<file path="config.mk">
export PLATFORM = sky130hd
export DESIGN_NAME = fast_fp_fma_stream
export DESIGN_NICKNAME = d
export VERILOG_FILES = /design/src/rtl/fast_fp_fma_stream.sv
export SDC_FILE = /design/constraint.sdc
export NUM_CORES = 2
export LEC_CHECK = 0
export ABC_CLOCK_PERIOD_IN_PS = 8700
export CORE_MARGIN = 5
export CORE_UTILIZATION = 50
export DETAILED_ROUTE_END_ITERATION = 8
export PLACE_DENSITY = 0.64
export SYNTH_ARGS = -nofsm -noshare
export SYNTH_HDL_FRONTEND = slang
export SYNTH_SLANG_ARGS = --single-unit
export TNS_END_PERCENT = 50
</file>
<file path="constraint.sdc">
create_clock -name clock -period 8.7 [get_ports clock]
set_input_delay 1.74 -clock clock [delete_from_list [all_inputs] [get_ports clock]]
set_output_delay 1.74 -clock clock [all_outputs]
set_load 0.03 [all_outputs]
</file>
<file path="src/rtl/fast_fp_fma_stream.sv">
// rtl/fast_fp_fma_stream.sv - streaming fixed-point fused multiply-add with elastic pipeline
package ransac_fixed;
  typedef enum logic [1:0] {
    FMA_OPCODE_POS_A_POS_C = 2'd0,
    FMA_OPCODE_POS_A_NEG_C = 2'd1,
    FMA_OPCODE_NEG_A_POS_C = 2'd2,
    FMA_OPCODE_NEG_A_NEG_C = 2'd3
  } fma_opcode_t;
endpackage

module fast_fp_fma_stream #(
  parameter int VALUE_BITS    = 32,
  parameter int FRACTION_BITS = 16,
  parameter int MUL_STAGES    = 4,
  parameter int ROUND_NEAREST = 1,
  parameter int SATURATE      = 1,
  parameter int TAG_BITS      = 8
) (
  input  logic                      clock,
  input  logic                      reset_n,
  input  logic                      in_valid,
  output logic                      in_ready,
  input  ransac_fixed::fma_opcode_t opcode,
  input  logic [VALUE_BITS-1:0]     a,
  input  logic [VALUE_BITS-1:0]     b,
  input  logic [VALUE_BITS-1:0]     c,
  input  logic [TAG_BITS-1:0]       tag_i,
  output logic                      out_valid,
  input  logic                      out_ready,
  output logic [VALUE_BITS-1:0]     r,
  output logic                      overflow,
  output logic [TAG_BITS-1:0]       tag_o,
  output logic                      busy
);
  import ransac_fixed::*;

  localparam int W  = VALUE_BITS;
  localparam int M  = MUL_STAGES;
  localparam int PW = 2 * W;   // full product width
  localparam int EW = W + 2;   // rescaled-product / extended-c width
  localparam int SW = W + 3;   // sum width: one guard bit so a clamped product plus c never wraps

  localparam logic signed [PW-1:0] RND_ONE = {{(PW-1){1'b0}}, 1'b1};
  localparam logic signed [PW-1:0] RND     = (ROUND_NEAREST != 0) ? (RND_ONE <<< (FRACTION_BITS-1)) : '0;
  localparam logic signed [PW-1:0] P_EMAX  = {{(PW-EW+1){1'b0}}, {(EW-1){1'b1}}};
  localparam logic signed [PW-1:0] P_EMIN  = {{(PW-EW+1){1'b1}}, {(EW-1){1'b0}}};
  localparam logic signed [SW-1:0] S_RMAX  = {{(SW-W+1){1'b0}}, {(W-1){1'b1}}};
  localparam logic signed [SW-1:0] S_RMIN  = {{(SW-W+1){1'b1}}, {(W-1){1'b0}}};

  // Multiply stages: stage 0 forms the signed product, later stages are delay slots for retiming.
  logic [M-1:0]            valid_q, valid_d;
  logic signed [PW-1:0]    prod_q [M];
  logic signed [PW-1:0]    prod_d [M];
  logic signed [EW-1:0]    cext_q [M];
  logic signed [EW-1:0]    cext_d [M];
  logic [TAG_BITS-1:0]     tagp_q [M];
  logic [TAG_BITS-1:0]     tagp_d [M];

  // Output stage (add / round / saturate).
  logic                    out_valid_q, out_valid_d;
  logic [W-1:0]            r_q, r_d;
  logic                    ovf_q, ovf_d;
  logic [TAG_BITS-1:0]     tag_o_q, tag_o_d;

  logic [M:0]              ready;
  logic                    full;
  logic signed [PW-1:0]    prod_full;
  logic signed [EW-1:0]    c_full;
  logic                    neg_a, neg_c;
  logic signed [PW-1:0]    p_rnd, p_sh;
  logic signed [EW-1:0]    p_cl;
  logic                    ovf_p;
  logic signed [SW-1:0]    sum_w;
  logic [W-1:0]            res_r;
  logic                    res_ovf;

  // Ready chain: a stage may load if it, or any stage after it, has room (bubble collapsing).
  always_comb begin
    ready    = '0;
    full     = 1'b0;
    ready[M] = !out_valid_q | out_ready;
    for (int k = 0; k < M; k++) begin
      full = 1'b1;
      for (int j = k; j < M; j++) full &= valid_q[j];
      ready[k] = !full | ready[M];
    end
  end

  // Stage 0 operand conditioning: exact wide product and extended addend with opcode signs.
  always_comb begin
    prod_full = $signed({{W{a[W-1]}}, a}) * $signed({{W{b[W-1]}}, b});
    c_full    = $signed({{2{c[W-1]}}, c});
    neg_a     = (opcode == FMA_OPCODE_NEG_A_POS_C) || (opcode == FMA_OPCODE_NEG_A_NEG_C);
    neg_c     = (opcode == FMA_OPCODE_POS_A_NEG_C) || (opcode == FMA_OPCODE_NEG_A_NEG_C);
  end

  // Final stage arithmetic: round, rescale, clamp, add, then saturate or wrap.
  always_comb begin
    p_rnd = prod_q[M-1] + RND;
    p_sh  = p_rnd >>> FRACTION_BITS;
    ovf_p = 1'b0;
    if (p_sh > P_EMAX) begin
      p_cl  = P_EMAX[EW-1:0];
      ovf_p = 1'b1;
    end else if (p_sh < P_EMIN) begin
      p_cl  = P_EMIN[EW-1:0];
      ovf_p = 1'b1;
    end else begin
      p_cl  = p_sh[EW-1:0];
    end
    sum_w   = $signed({p_cl[EW-1], p_cl}) + $signed({cext_q[M-1][EW-1], cext_q[M-1]});
    res_ovf = ovf_p | (sum_w > S_RMAX) | (sum_w < S_RMIN);
    if (res_ovf && (SATURATE != 0)) res_r = sum_w[SW-1] ? {1'b1, {(W-1){1'b0}}} : {1'b0, {(W-1){1'b1}}};
    else                            res_r = sum_w[W-1:0];
  end

  // Next-state for every stage: hold when blocked, otherwise take the upstream slot (valid or bubble).
  always_comb begin
    valid_d     = valid_q;
    prod_d      = prod_q;
    cext_d      = cext_q;
    tagp_d      = tagp_q;
    out_valid_d = out_valid_q;
    r_d         = r_q;
    ovf_d       = ovf_q;
    tag_o_d     = tag_o_q;
    if (ready[0]) begin
      valid_d[0] = in_valid;
      if (in_valid) begin
        prod_d[0] = neg_a ? -prod_full : prod_full;
        cext_d[0] = neg_c ? -c_full : c_full;
        tagp_d[0] = tag_i;
      end
    end
    for (int k = 1; k < M; k++) begin
      if (ready[k]) begin
        valid_d[k] = valid_q[k-1];
        if (valid_q[k-1]) begin
          prod_d[k] = prod_q[k-1];
          cext_d[k] = cext_q[k-1];
          tagp_d[k] = tagp_q[k-1];
        end
      end
    end
    if (ready[M]) begin
      out_valid_d = valid_q[M-1];
      if (valid_q[M-1]) begin
        r_d     = res_r;
        ovf_d   = res_ovf;
        tag_o_d = tagp_q[M-1];
      end
    end
  end

  // State registers; reset discards everything in flight.
  always_ff @(posedge clock or negedge reset_n) begin
    if (!reset_n) begin
      valid_q     <= '0;
      for (int k = 0; k < M; k++) begin
        prod_q[k] <= '0;
        cext_q[k] <= '0;
        tagp_q[k] <= '0;
      end
      out_valid_q <= 1'b0;
      r_q         <= '0;
      ovf_q       <= 1'b0;
      tag_o_q     <= '0;
    end else begin
      valid_q     <= valid_d;
      prod_q      <= prod_d;
      cext_q      <= cext_d;
      tagp_q      <= tagp_d;
      out_valid_q <= out_valid_d;
      r_q         <= r_d;
      ovf_q       <= ovf_d;
      tag_o_q     <= tag_o_d;
    end
  end

  assign in_ready  = ready[0];
  assign out_valid = out_valid_q;
  assign r         = r_q;
  assign overflow  = ovf_q;
  assign tag_o     = tag_o_q;
  assign busy      = (|valid_q) | out_valid_q;

endmodule
</file>
==> results.yml <==
route:
  met3WireLength_mm: 11.23
  routed.top_layer: "met5"
  drc: 0
  vias_per_cell: 5.387
  drtIter0Drc: 2656
  firstDrtPassIters: 5
  wl_per_cell_um: 20.49
  vias: 44020
  wl_met2_mm: 80.19
  wl_mm: 167.4
  wl_met1_mm: 66.43
  ant_nets: 0
layout:
  final_area_um2: 71450
  fin_nets: 8045
  synthToLayoutAreaGrowth_pct: 24.37
  final_common_cell: "inv_1"
  final_cell_mix: "inv_1, fa_1, nand2_1"
  layout-drive-gt1-share: 0.2387
floorplan:
  num_rows: 124
  core_area_um2: 114200
  io_pins: 154
  start_util: 0.5031
  die_x_um: 349.0
  die_h_um: 349.0
  die_area_um2: 121800
clock_tree:
  cts_sinks: 410
  clk_pin_slew_worst_paths_ns: 0.06
  root_buffer: "clkbuf_16"
  clk_path_buf_depth: 3
  cts_tree: "done"
  cts_buffers: 38
  htree_levels: 2
  clock_latency_ns: 0.55
timing:
  finalClockSkew_ns: 0.01831
  tightest_slew_ns: 1.119
  fin_crit_sh: 1.094
  final.setup.worst_slack_ns: -0.8147
  finalMaxSlewViolations: 0
  setup_viol: 38
  timing.hold.ws_ns: 0.4675
  rsz0062_at_grt: "true"
  slew_headroom: 0.2539
  fmax_mhz: 105.1
  hold_violations: 0
  fin_crit_ns: 9.515
synthesis:
  ys.warnings.count: 0
  synth_top_area_cell: "fa_1"
  synthCells: 5907
  syn-cell-area_um2: 57450
  synth-seq-area-share: 0.1786
  synth_area_leaders: "fa_1, dfrtp_1, inv_1"
  syn_nets: 7320
  synth-edff-count: 0
  synth_ff_type: "dfrtp_1"
  synth_cell_type_count: 92
  async_flop_share: 1.000
  ys_seq_elements: 410
  synth_top_area_frac: 0.3774
  syn_avg_cell_area_um2: 9.726
critical_path:
  critical-path-max-stage-delay_ns: 0.57
  crit_buf_inv: 11
  cpMostUsedCell: "fa_1"
  critPathSlowestCell: "fa_1"
  cp.arrival_ns: 9.91
  worst-path-max-fanout: 5
  cp-start-kind: "input pin"
  crit_family: "adder cells"
  critPathCaptureType: "flop"
  critPathKind: "input pin to flop"
  cp.required_ns: 9.10
global_routing:
  grt_pass1_vias: 47870
  grt_use_total: 0.2807
  grt_pass1_wl_mm: 269.5
  grt_max_degree: 133
  overflow: 0
  antenna_found_initial: 4
placement:
  place_hpwl_mm: 121.7
  post_dp_cell_area_um2: 65610
  io_buffers: 153
  place_congestion: 0.9035
outcome:
  outcome: "finished, violations left"
  violations: "negative setup slack"
min_path:
  hp-class: "flop to flop"
flow_run:
  cap_violations: 0
## worst reg2reg max path, stage by stage (launching register included)
cell and delay (ns):
dfrtp_1 0.44, and4_1 0.29, nand4_1 0.26, or3_1 0.60
nor3_1 0.36, nand3_1 0.12, a22oi_1 0.18, o211ai_1 0.13
nand4b_1 0.23, nand2b_1 0.64, o21ai_0 0.28, ha_1 0.43
and3_1 0.26, nand3_1 0.09, or3_1 0.36, a311oi_1 0.35
o21ai_0 0.18, o21ba_2 0.28, o21ai_0 0.37, o21ai_0 0.16
a211oi_1 0.38, o32a_1 0.79, buf_4 0.34, o31ai_1 0.11
## metrics by stage
| step | std cells | worst slack (ns) | utilization | setup TNS (ns) |
|---|---|---|---|---|
| finish | 8171 | -0.8147 | 0.6257 | -19.89 |
| global route | 8171 | -1.060 | 0.6257 | -32.76 |
| CTS | 8159 | -0.6826 | 0.6226 | -18.08 |
| detailed placement | 7887 | -1.881 | 0.5746 | -71.86 |
| global placement | 7887 | -1.803 | 0.5746 | -69.04 |
| floorplan | 5907 | -1.280 | - | -20.73 |
## logic make-up (layout without fill, tap and decap cells)
logic type	count (synthesis)	in the layout	synth area share
buffers and inverters	1411	2162	0.09253
and+or+nand+nor	1712	1712	0.1493
muxes	285	285	0.05569
other	0	1	0
adders and majority gates	1303	1303	0.4253
AOI/OAI and AO/OA	602	602	0.07058
xor gates and xnor gates	184	184	0.02805
DFF	410	410	0.1786
## flip-flops by register name, summed over array words and instances, names as in the netlist
register and count:
cext_q 136, out_valid 1, overflow 1, prod_q 196, r 32, tag_o 8, tagp_q 32, valid_q 4
## repair_timing
item,CTS,global route
pin swaps,267,105
setup buffers,161,12
endpoints found under the hold margin,0,0
resized for setup,657,96
cloned,47,2
hold buffers,0,0
endpoints found under the setup margin,48,46
## cells in the mapped netlist (40+ instances only)
master / instances
inv_1: 1103
fa_1: 1083
nand2_1: 757
and2_1: 517
dfrtp_1: 410
clkbuf_1: 294
mux2_2: 277
ha_1: 220
o21ai_0: 185
nor2_1: 106
xor2_1: 104
a21oi_1: 100
xnor2_1: 80
nand3_1: 60
a21o_1: 45
nand4_1: 42
nor3_1: 40
## final cells by class
cell class                      instances  area (µm²)
Multi-Input combinational cell       4086       43390
Fill cell                            9280       42740
Timing Repair Buffer                  993       10460
Sequential cell                       410       10260
Inverter                             1103        4151
Tap cell                             1512        1892
Clock buffer                           52        1085
Clock inverter                         14       206.4
Antenna cell                            1       2.502
## path summary, 6_finish.rpt
| kind | start | to | slack (ns) | cells after the start |
|---|---|---|---|---|
| setup / recovery | b[6] | prod_q[251] | -0.81 | 33 |
| hold / removal | tagp_q[6] | tag_o[6] | 0.47 | 2 |
| setup reg to reg | prod_q[30] | r[25] | 0.92 | 23 |
| hold reg to reg | tagp_q[6] | tag_o[6] | 0.47 | 2 |
| max in group asynchronous | reset_n | tagp_q[1] | 6.14 | 2 |
| min in group asynchronous | reset_n | r[17] | 1.13 | 1 |
## routing by layer
metal	track usage	up-vias
met3	0.04133	476
li1	-	19720
met1	0.3633	22310
met2	0.4741	1510
met5	0	-
met4	0.1209	6
Power is not shown: default switching activity piles up to over one toggle a cycle in this logic, so the estimate is an artifact.
